## src/rtl/lsu_pkg.sv

```systemverilog
// lsu_pkg: shared types, funct3 codes and helpers for the load/store unit.
// Optional feature macro: LSU_MISALIGN_TRAP_EN (see load_store_unit.sv).
package lsu_pkg;

  typedef enum logic [2:0] {
    ST_IDLE,
    ST_RD_ADDR,
    ST_RD_DATA,
    ST_WR,
    ST_RESP
  } lsu_state_t;

  localparam logic [2:0] F3_B  = 3'b000;
  localparam logic [2:0] F3_H  = 3'b001;
  localparam logic [2:0] F3_W  = 3'b010;
  localparam logic [2:0] F3_BU = 3'b100;
  localparam logic [2:0] F3_HU = 3'b101;

  localparam logic [31:0] LSU_IO_BASE = 32'hFFFF0000;

  // Loads accept 000/001/010/100/101; stores reject anything with bit 2 set.
  function automatic logic f3_illegal(input logic we, input logic [2:0] f3);
    if (we) return f3[2];
    return (f3 == 3'b011) || (f3 == 3'b110) || (f3 == 3'b111);
  endfunction

  // Access width from funct3[1:0]: 00 byte, 01 halfword, otherwise word.
  function automatic logic is_half(input logic [2:0] f3);
    return f3[1:0] == 2'b01;
  endfunction

  function automatic logic is_word(input logic [2:0] f3);
    return f3[1];
  endfunction

  // Force the low address bits to the natural alignment of the access.
  function automatic logic [31:0] align_addr(input logic [31:0] addr, input logic [2:0] f3);
    logic [31:0] a;
    a = addr;
    if (is_word(f3)) a[1:0] = 2'b00;
    else if (is_half(f3)) a[0] = 1'b0;
    return a;
  endfunction

  // True when the access is not naturally aligned.
  function automatic logic misaligned(input logic [31:0] addr, input logic [2:0] f3);
    if (is_word(f3)) return addr[1:0] != 2'b00;
    if (is_half(f3)) return addr[0];
    return 1'b0;
  endfunction

endpackage

```

## src/rtl/lsu_align.sv

```systemverilog
// lsu_align: combinational load lane extraction/extension and store lane merge.
module lsu_align import lsu_pkg::*; (
  input  logic [2:0]  funct3,
  input  logic [1:0]  lane,
  input  logic [31:0] load_word,
  input  logic [31:0] store_base,
  input  logic [31:0] store_data,
  output logic [31:0] load_data,
  output logic [31:0] store_word
);

  logic [7:0]  sel_byte;
  logic [15:0] sel_half;

  // Pick the addressed byte/halfword and extend it according to funct3.
  always_comb begin
    sel_byte  = load_word[{lane, 3'b000} +: 8];
    sel_half  = lane[1] ? load_word[31:16] : load_word[15:0];
    load_data = '0;
    case (funct3)
      F3_B:    load_data = {{24{sel_byte[7]}}, sel_byte};
      F3_H:    load_data = {{16{sel_half[15]}}, sel_half};
      F3_W:    load_data = load_word;
      F3_BU:   load_data = {24'h0, sel_byte};
      F3_HU:   load_data = {16'h0, sel_half};
      default: load_data = '0;
    endcase
  end

  // Overlay the low store data bits onto the base word in the addressed lane.
  always_comb begin
    store_word = store_base;
    case (funct3[1:0])
      2'b00:   store_word[{lane, 3'b000} +: 8] = store_data[7:0];
      2'b01:   store_word[{lane[1], 4'b0000} +: 16] = store_data[15:0];
      default: store_word = store_data;
    endcase
  end

endmodule

```

## src/rtl/load_store_unit.sv

```systemverilog
// load_store_unit: sequences one RV32I load/store onto a word-wide data memory bus.
// Sub-word RAM stores use read-modify-write; I/O stores are written directly.
// Optional: LSU_MISALIGN_TRAP_EN traps misaligned halfword/word accesses instead
// of forcing natural alignment.
module load_store_unit import lsu_pkg::*; #(
  parameter logic [31:0] IO_BASE = LSU_IO_BASE
) (
  input  logic        clk,
  input  logic        rst,
  input  logic        req_valid,
  output logic        req_ready,
  input  logic        req_we,
  input  logic [2:0]  req_funct3,
  input  logic [31:0] req_addr,
  input  logic [31:0] req_wdata,
  output logic        rsp_valid,
  output logic [31:0] rsp_rdata,
  output logic        rsp_err,
  output logic        mem_read,
  output logic        mem_write,
  output logic [31:0] mem_addr,
  output logic [31:0] mem_wdata,
  input  logic [31:0] mem_rdata
);

  lsu_state_t  state, state_next;
  logic [31:0] addr_q, wdata_q, word_q;
  logic [2:0]  f3_q;
  logic        we_q, err_q;

  logic        accept;
  logic        req_misalign;
  logic        req_err;
  logic        req_io;
  logic        io_q;
  logic [31:0] load_ext;
  logic [31:0] store_merged;

  assign accept = req_valid && (state == ST_IDLE);
  assign req_io = req_addr >= IO_BASE;
  assign io_q   = addr_q >= IO_BASE;

`ifdef LSU_MISALIGN_TRAP_EN
  assign req_misalign = misaligned(req_addr, req_funct3);
`else
  assign req_misalign = 1'b0;
`endif

  assign req_err = f3_illegal(req_we, req_funct3) || req_misalign;

  // State register.
  always_ff @(posedge clk or posedge rst) begin
    if (rst) state <= ST_IDLE;
    else     state <= state_next;
  end

  // Next-state: word and I/O stores skip the read phase, errors go straight to RESP.
  always_comb begin
    state_next = state;
    case (state)
      ST_IDLE: begin
        if (req_valid) begin
          if (req_err)                             state_next = ST_RESP;
          else if (req_we && (is_word(req_funct3) || req_io)) state_next = ST_WR;
          else                                     state_next = ST_RD_ADDR;
        end
      end
      ST_RD_ADDR: state_next = ST_RD_DATA;
      ST_RD_DATA: state_next = we_q ? ST_WR : ST_RESP;
      ST_WR:      state_next = ST_RESP;
      ST_RESP:    state_next = ST_IDLE;
      default:    state_next = ST_IDLE;
    endcase
  end

  // Request capture on acceptance and memory word capture at the end of RD_DATA.
  always_ff @(posedge clk or posedge rst) begin
    if (rst) begin
      addr_q  <= '0;
      wdata_q <= '0;
      word_q  <= '0;
      f3_q    <= '0;
      we_q    <= 1'b0;
      err_q   <= 1'b0;
    end else begin
      if (accept) begin
        addr_q  <= align_addr(req_addr, req_funct3);
        wdata_q <= req_wdata;
        f3_q    <= req_funct3;
        we_q    <= req_we;
        err_q   <= req_err;
      end
      if (state == ST_RD_DATA) word_q <= mem_rdata;
    end
  end

  // I/O sub-word stores have no read phase, so their other lanes are zero.
  lsu_align u_align (
    .funct3     (f3_q),
    .lane       (addr_q[1:0]),
    .load_word  (word_q),
    .store_base (io_q ? 32'h0 : word_q),
    .store_data (wdata_q),
    .load_data  (load_ext),
    .store_word (store_merged)
  );

  // Bus and response outputs decoded from registered state and data only.
  always_comb begin
    req_ready = 1'b0;
    rsp_valid = 1'b0;
    rsp_rdata = '0;
    rsp_err   = 1'b0;
    mem_read  = 1'b0;
    mem_write = 1'b0;
    mem_addr  = '0;
    mem_wdata = '0;
    case (state)
      ST_IDLE: req_ready = 1'b1;
      ST_RD_ADDR, ST_RD_DATA: begin
        mem_read = 1'b1;
        mem_addr = {addr_q[31:2], 2'b00};
      end
      ST_WR: begin
        mem_write = 1'b1;
        mem_addr  = {addr_q[31:2], 2'b00};
        mem_wdata = store_merged;
      end
      ST_RESP: begin
        rsp_valid = 1'b1;
        rsp_err   = err_q;
        rsp_rdata = (err_q || we_q) ? 32'h0 : load_ext;
      end
      default: ;
    endcase
  end

endmodule

```

## config.mk

```make
export PLATFORM = sky130hd
export DESIGN_NAME = load_store_unit
export DESIGN_NICKNAME = d
export VERILOG_FILES = /design/src/rtl/lsu_pkg.sv /design/src/rtl/lsu_align.sv /design/src/rtl/load_store_unit.sv
export SDC_FILE = /design/constraint.sdc
export NUM_CORES = 1
export LEC_CHECK = 0
export ABC_CLOCK_PERIOD_IN_PS = 4100
export CAP_MARGIN = 40
export CORE_MARGIN = 4
export CORE_UTILIZATION = 46
export DETAILED_ROUTE_END_ITERATION = 10
export PLACE_DENSITY = 0.81
export REMOVE_ABC_BUFFERS = 1
export SYNTH_ARGS = -nofsm -noshare
export SYNTH_HDL_FRONTEND = slang
export SYNTH_SLANG_ARGS = --single-unit
```

## constraint.sdc

```tcl
create_clock -name clk -period 4.1 [get_ports clk]
set_input_delay 0.41 -clock clk [delete_from_list [all_inputs] [get_ports clk]]
set_output_delay 0.41 -clock clk [all_outputs]
set_load 0.01 [all_outputs]
```

==> summary.txt, run 1 <==
Clock network
  • CTS Buffer Depth: 2
  • Htree depth: 3
  • Post-CTS Setup Bufs: 0
  • CTS resizes: 0
  • Hold buffers post-CTS: 0
  • Count of clock tree sinks: 104
  • CTS clk-pin slew, worst paths: 70 ps
  • Total clock buffers created by CTS: 9
  • Clk_lat worst skew: 370 ps
  • Root buf cell: clkbuf_16
  • CTS tree: yes

STA
  • RSZ-0062 raised after global routing: no
  • Top achievable clock speed: 275 MHz
  • Final setup violation count: 0
  • Worst-Margin Slew: 727 ps
  • Fin. Hold Viols: 0
  • Slew Limit Fails: 0
  • Period utilization: 88.6%
  • Clock Skew: 6.78 ps
  • Setup_tns: 0 ps
  • Crit path time final: 3630 ps
  • Worst slew margin: 51.3%

Floorplanning
  • Initial core utilization: 46.9%
  • Die H: 121 um
  • # IOs: 204
  • Die W: 121 um
  • Core Box Area: 12600 um2
  • Std cell rows: 41
  • Die area: 14700 um2

Worst setup path
  • Crit Path Category: reg -> out
  • Worst path slowest cell: and3b_1
  • R2r setup slk: 1960 ps
  • CP Max Fanout: 17
  • Worst setup EP type: primary output
  • CP peak stage delay: 600 ps
  • R2R cell count: 6
  • Worst-path cell chain: buf_4 > and3b_1 > a41oi_1 > nor2_1 > a221o_1 > clkdlybuf4s50_1
  • Worst path required time: 3690 ps
  • Critical path arrival: 3220 ps
  • Worst R2R Start: state[0]
  • CP startpoint kind: flop
  • Reg-to-reg endpoint: wdata_q[1]

GRT
  • First-pass GRT wire length: 30300 um
  • Largest net degree at the start of global routing: 52
  • All-Layer GR Usage: 26.3%
  • Congestion Overflow GR: 0
  • Initial antenna violation count: 0
  • Number of global-route vias before repair: 5736

Synth
  • Synthesized cell area: 5900 um2
  • #FFs+latches synth: 104
  • Simple-gate portion of the synthesized area: 26.7%
  • Post-synth EDFFs: 0
  • Post-synthesis async set-or-reset flop share: 100%
  • Area contributors post-synth: dfrtp_1 (44%), nand2_1 (14%), mux2_2 (8.0%)
  • Syn Area/Cell: 8.65 um2
  • Distinct cell type count after synthesis: 51
  • Synth Flop Type: dfrtp_1
  • Yosys warning count: 0
  • Synth Area in Compound Gates: 14.8%
  • Area leader, netlist: dfrtp_1
  • Post-Synth Adder-Cell Area: 1.06%
  • Synth top cells by count: nand2_1 (221), dfrtp_1 (104), a21oi_1 (52)
  • Syn Inst Count: 682
  • Mux cell area share after synthesis: 8.36%
  • Top cell type's share of synthesized area: 44.1%
  • Count leader, synth: nand2_1
  • Post-synthesis sequential area ratio: 44.1%
  • Largest family of logic cells by synthesized area: simple AND/OR/NAND/NOR gates
  • Xor and xnor area share after synthesis: 0.148%

Power
  • LEAKAGE: 3.61 nW
  • Peak supply drop: 0.000384 V
  • P per Cell Area: 687 nW/um2

Run status
  • Outcome: complete, no violations

Layout
  • Util after Layout: 66.7%
  • Final net count: 964
  • Syn-to-layout area delta: 42.0%
  • Share of cells above drive strength 1: 10.8%
  • # diodes: 0
  • Layout fillers: 999

Drt
  • DRC Markers: 0
  • Drt first pass iters: 8
  • Starting DRT DRC Count: 734
  • Routed via count: 5812
  • Post-route ant nets: 0
  • Overall routed net length: 19300 um
  • Routed vias/inst: 5.63
  • Drt wl/cell: 18.7 um

Worst hold path
  • Hold WC Path Type: in -> async

Flow run
  • Max Cap Viol: 0

Placement
  • Port Buffers: 201
  • Gp weighted congestion: 0.921
  • Detailed placer's ending HPWL: 14400 um
==> cells in the final DEF (no fill, tap or decap), types with 3 or more instances in the layout <==
cell | netlist | routed
dfrtp_1 | 104 | 104
nor3_1 | 4 | 4
buf_4 | 2 | 11
ha_1 | 5 | 5
nand4_1 | 8 | 8
a221o_1 | 8 | 8
a222oi_1 | 13 | 13
clkdlybuf4s50_1 | 0 | 201
o221a_2 | 8 | 8
nor2_1 | 25 | 25
a31oi_1 | 4 | 4
and2_1 | 33 | 32
and3_1 | 12 | 12
nor2b_1 | 6 | 6
a22oi_1 | 9 | 9
clkinvlp_4 | 0 | 3
a32oi_1 | 9 | 9
nor3b_1 | 10 | 9
clkbuf_16 | 0 | 9
nand3_1 | 11 | 11
a21oi_1 | 52 | 52
nand2_1 | 221 | 220
o21ai_0 | 8 | 8
mux2_2 | 42 | 42
inv_1 | 9 | 8
==> flip-flops by register name, summed over array words and instances (netlist names) <==
name	count
word_q	32
state	3
addr_q	32
wdata_q	32
we_q	1
f3_q	3
err_q	1
==> routing by layer <==
metal | share of wire [%] | GRT usage [%]
met3 | 8.8 | 7.60
met2 | 48 | 42.8
met4 | 2.3 | 8.89
met1 | 41 | 33.7
met5 | 0 | 0
==> kinds of logic (layout without fill, tap and decap cells) <==
group,after synthesis,in the layout
adder cells (fa/ha/maj),5,5
XOR/XNOR,1,1
AO/OA/AOI/OAI,121,121
multiplexers,44,44
other,1,2
AND/OR/NAND/NOR,344,344
flip-flops,104,104
buffers and inverters,62,240
==> worst max-delay path, delay by kind of cell (launching register included) <==
family / cells / cell delay (ps)
AO/OA/AOI/OAI: 2 / 350
flip-flops: 1 / 510
buffers and inverters: 2 / 850
AND/OR/NAND/NOR: 2 / 1150
==> stage by stage <==
stage | hold WS, ps | std cells | setup WS (ps) | instance area, um2 | power, W
global placement | 451 | 1013 | 943 | 7970 | 0.00462
CTS | 392 | 1033 | 489 | 8380 | 0.00575
global route | 411 | 1033 | 255 | 8380 | 0.00615
floorplan | 437 | 630 | 660 | 5650 | 0.00357
detailed placement | 454 | 1017 | 872 | 8050 | 0.00478
finish | 391 | 1033 | 469 | 8380 | 0.00576
==> how the worst max path moves through the flow <==
stage               from       endpoint  slack (ps)  cells after the start
2_1_floorplan   state[0]      word_q[0]         660                      2
3_3_place_gp   addr_q[1]  mem_wdata[20]         940                      6
3_5_place_dp   addr_q[1]  mem_wdata[20]         870                      6
4_1_cts        addr_q[1]  mem_wdata[20]         490                      6
5_1_grt        addr_q[1]  mem_wdata[20]         260                      6
6_report       addr_q[1]  mem_wdata[20]         470                      6
==> power breakdown <==
group	switching [W]	internal (W)	leakage (nW)
registers	0.000592	0.00153	1.27
logic	0.00139	0.00130	2.18
clock network	0.000411	0.000541	0.150
==> final cells by class <==
class,instances,area [um2],share of cell area [%]
clock inverters,7,103,1.22
repair buffers,215,2170,25.9
inverters,9,36.3,0.433
clock buffers,9,225,2.69
well taps,172,215,2.57
flip-flops and latches,104,2600,31.1
multi-input cells,517,3030,36.1
Power figures use the tool's default switching activity.
==> run 2, diff against run 1 <==
--- a/config.mk
+++ b/config.mk
@@ -12,6 +12,7 @@
 export DETAILED_ROUTE_END_ITERATION = 10
 export PLACE_DENSITY = 0.81
 export REMOVE_ABC_BUFFERS = 1
+export SKIP_LAST_GASP = 1
 export SYNTH_ARGS = -nofsm -noshare
 export SYNTH_HDL_FRONTEND = slang
 export SYNTH_SLANG_ARGS = --single-unit
==> results of run 2 <==
Same layout as run 1: the final DEF is identical, and so are final timing and power.
==> run 3, diff against run 2 <==
--- a/config.mk
+++ b/config.mk
@@ -6,7 +6,7 @@
 export NUM_CORES = 1
 export LEC_CHECK = 0
 export ABC_CLOCK_PERIOD_IN_PS = 4100
-export CAP_MARGIN = 40
+export CAP_MARGIN = 30
 export CORE_MARGIN = 4
 export CORE_UTILIZATION = 46
 export DETAILED_ROUTE_END_ITERATION = 10
==> summary.txt, run 3 (synthesis results as in run 1) <==
Floorplanning
  • Initial core utilization: 46.9%
  • Std cell rows: 41
  • Die area: 14700 um2
  • Core Box Area: 12600 um2
  • # IOs: 204
  • Die W: 121 um
  • Die H: 121 um

Worst setup path
  • Critical path arrival: 3230 ps
  • Worst path required time: 3690 ps
  • CP Max Fanout: 17
  • CP startpoint kind: flop
  • Worst setup EP type: primary output
  • Crit Path Category: reg -> out

STA
  • RSZ-0062 raised after global routing: no
  • Fin. Hold Viols: 0
  • Period utilization: 88.8%
  • Worst-Margin Slew: 721 ps
  • Top achievable clock speed: 275 MHz
  • Crit path time final: 3640 ps
  • Final setup violation count: 0
  • Setup_tns: 0 ps
  • Slew Limit Fails: 0
  • Clock Skew: 6.99 ps
  • Worst slew margin: 51.8%

Layout
  • Final net count: 964
  • Commonest non-fill, non-tap cell in the layout: nand2_1
  • Largest regs: addr_q (32), wdata_q (32), word_q (32)
  • Commonest non-fill, non-tap cells in the layout: nand2_1 (220), clkdlybuf4s50_1 (201), dfrtp_1 (104)
  • Multi-input gate area: 3030 um2
  • Syn-to-layout area delta: 41.3%
  • Sequential Area: 2600 um2
  • Share of cells above drive strength 1: 10.8%
  • Layout fillers: 1029
  • Util after Layout: 66.3%
  • # diodes: 0
  • Fin area: 8340 um2

Placement
  • Detailed placer's ending HPWL: 14300 um
  • Gp weighted congestion: 0.921
  • Port Buffers: 201
  • Area after DPL: 8020 um2

GRT
  • Initial antenna violation count: 0
  • Number of global-route vias before repair: 5805
  • Largest net degree at the start of global routing: 79
  • All-Layer GR Usage: 26.0%
  • First-pass GRT wire length: 30200 um
  • Congestion Overflow GR: 0

Power
  • Peak supply drop: 0.000314 V
  • LEAKAGE: 3.60 nW
  • P per Cell Area: 678 nW/um2

Clock network
  • Total clock buffers created by CTS: 9
  • CTS Buffer Depth: 2
  • Hold buffers post-CTS: 0
  • CTS clk-pin slew, worst paths: 70 ps
  • Htree depth: 3
  • CTS resizes: 0
  • Root buf cell: clkbuf_16
  • Post-CTS Setup Bufs: 0
  • Count of clock tree sinks: 104
  • Clk_lat worst skew: 350 ps
  • CTS tree: yes

Drt
  • DRC Markers: 0
  • Starting DRT DRC Count: 644
  • Routed vias/inst: 5.64
  • Post-route ant nets: 0
  • Drt wl/cell: 18.5 um
  • Overall routed net length: 19100 um
  • Drt first pass iters: 8
  • Routed via count: 5829

Flow run
  • Max Cap Viol: 0

Worst hold path
  • Hold WC Path Type: in -> async

Run status
  • Outcome: complete, no violations
run 3: cell types whose count changed in the layout (fill, tap and decap cells not counted), sizes merged:
| cell | change |
|---|---|
| inv | +2 |
| clkbuf | +1 |
| clkinv | +2 |
| clkinvlp | -3 |
| bufinv | -2 |
run 3: metal layers:
metal | track usage, % | share of wire (%)
met1 | 34.7 | 41
met2 | 42.7 | 48
met3 | 5.41 | 8.5
met4 | 8.33 | 1.8
met5 | 0 | 0
run 3: through the flow:
step / hold slack [ps] / cells / setup slack (ps) / power, W
floorplan: 437 / 630 / 660 / 0.00357
global placement: 451 / 1013 / 943 / 0.00462
detailed placement: 454 / 1016 / 904 / 0.00477
CTS: 471 / 1032 / 517 / 0.00564
global route: 260 / 1033 / 311 / 0.00604
finish: 275 / 1033 / 460 / 0.00565
run 3: layout make-up:
| class | count | area share [%] |
|---|---|---|
| clock buffers | 10 | 2.87 |
| multi-input cells | 517 | 36.3 |
| clock inverters | 6 | 0.585 |
| inverters | 9 | 0.435 |
| well taps | 172 | 2.58 |
| repair buffers | 215 | 26.0 |
| flip-flops and latches | 104 | 31.2 |
run 3: worst max-delay path, stage by stage (launching register included):
cell             delay, ps
dfrtp_1                500
buf_4                  280
and3b_1                610
a41oi_1                 90
nor2_1                 560
a221o_1                260
clkdlybuf4s50_1        580
run 3: power by group:
group          internal [W]  total, W  switching (W)
Clock              0.000438  0.000841       0.000403
Sequential          0.00153   0.00212       0.000589
Combinational       0.00130   0.00269        0.00139
Total               0.00326   0.00565        0.00239
run 3: path summary, 6_finish.rpt:
kind                       depth (start not counted)  startpoint  slack, ps       endpoint
setup / recovery                                   6   addr_q[1]        460  mem_wdata[20]
hold / removal                                     2         rst        280     wdata_q[3]
setup reg to reg                                   6    state[0]       1980    wdata_q[16]
hold reg to reg                                    2   addr_q[9]        470      addr_q[9]
max in group asynchronous                          4         rst       2860     word_q[14]
min in group clk                                   2   addr_q[9]        470      addr_q[9]
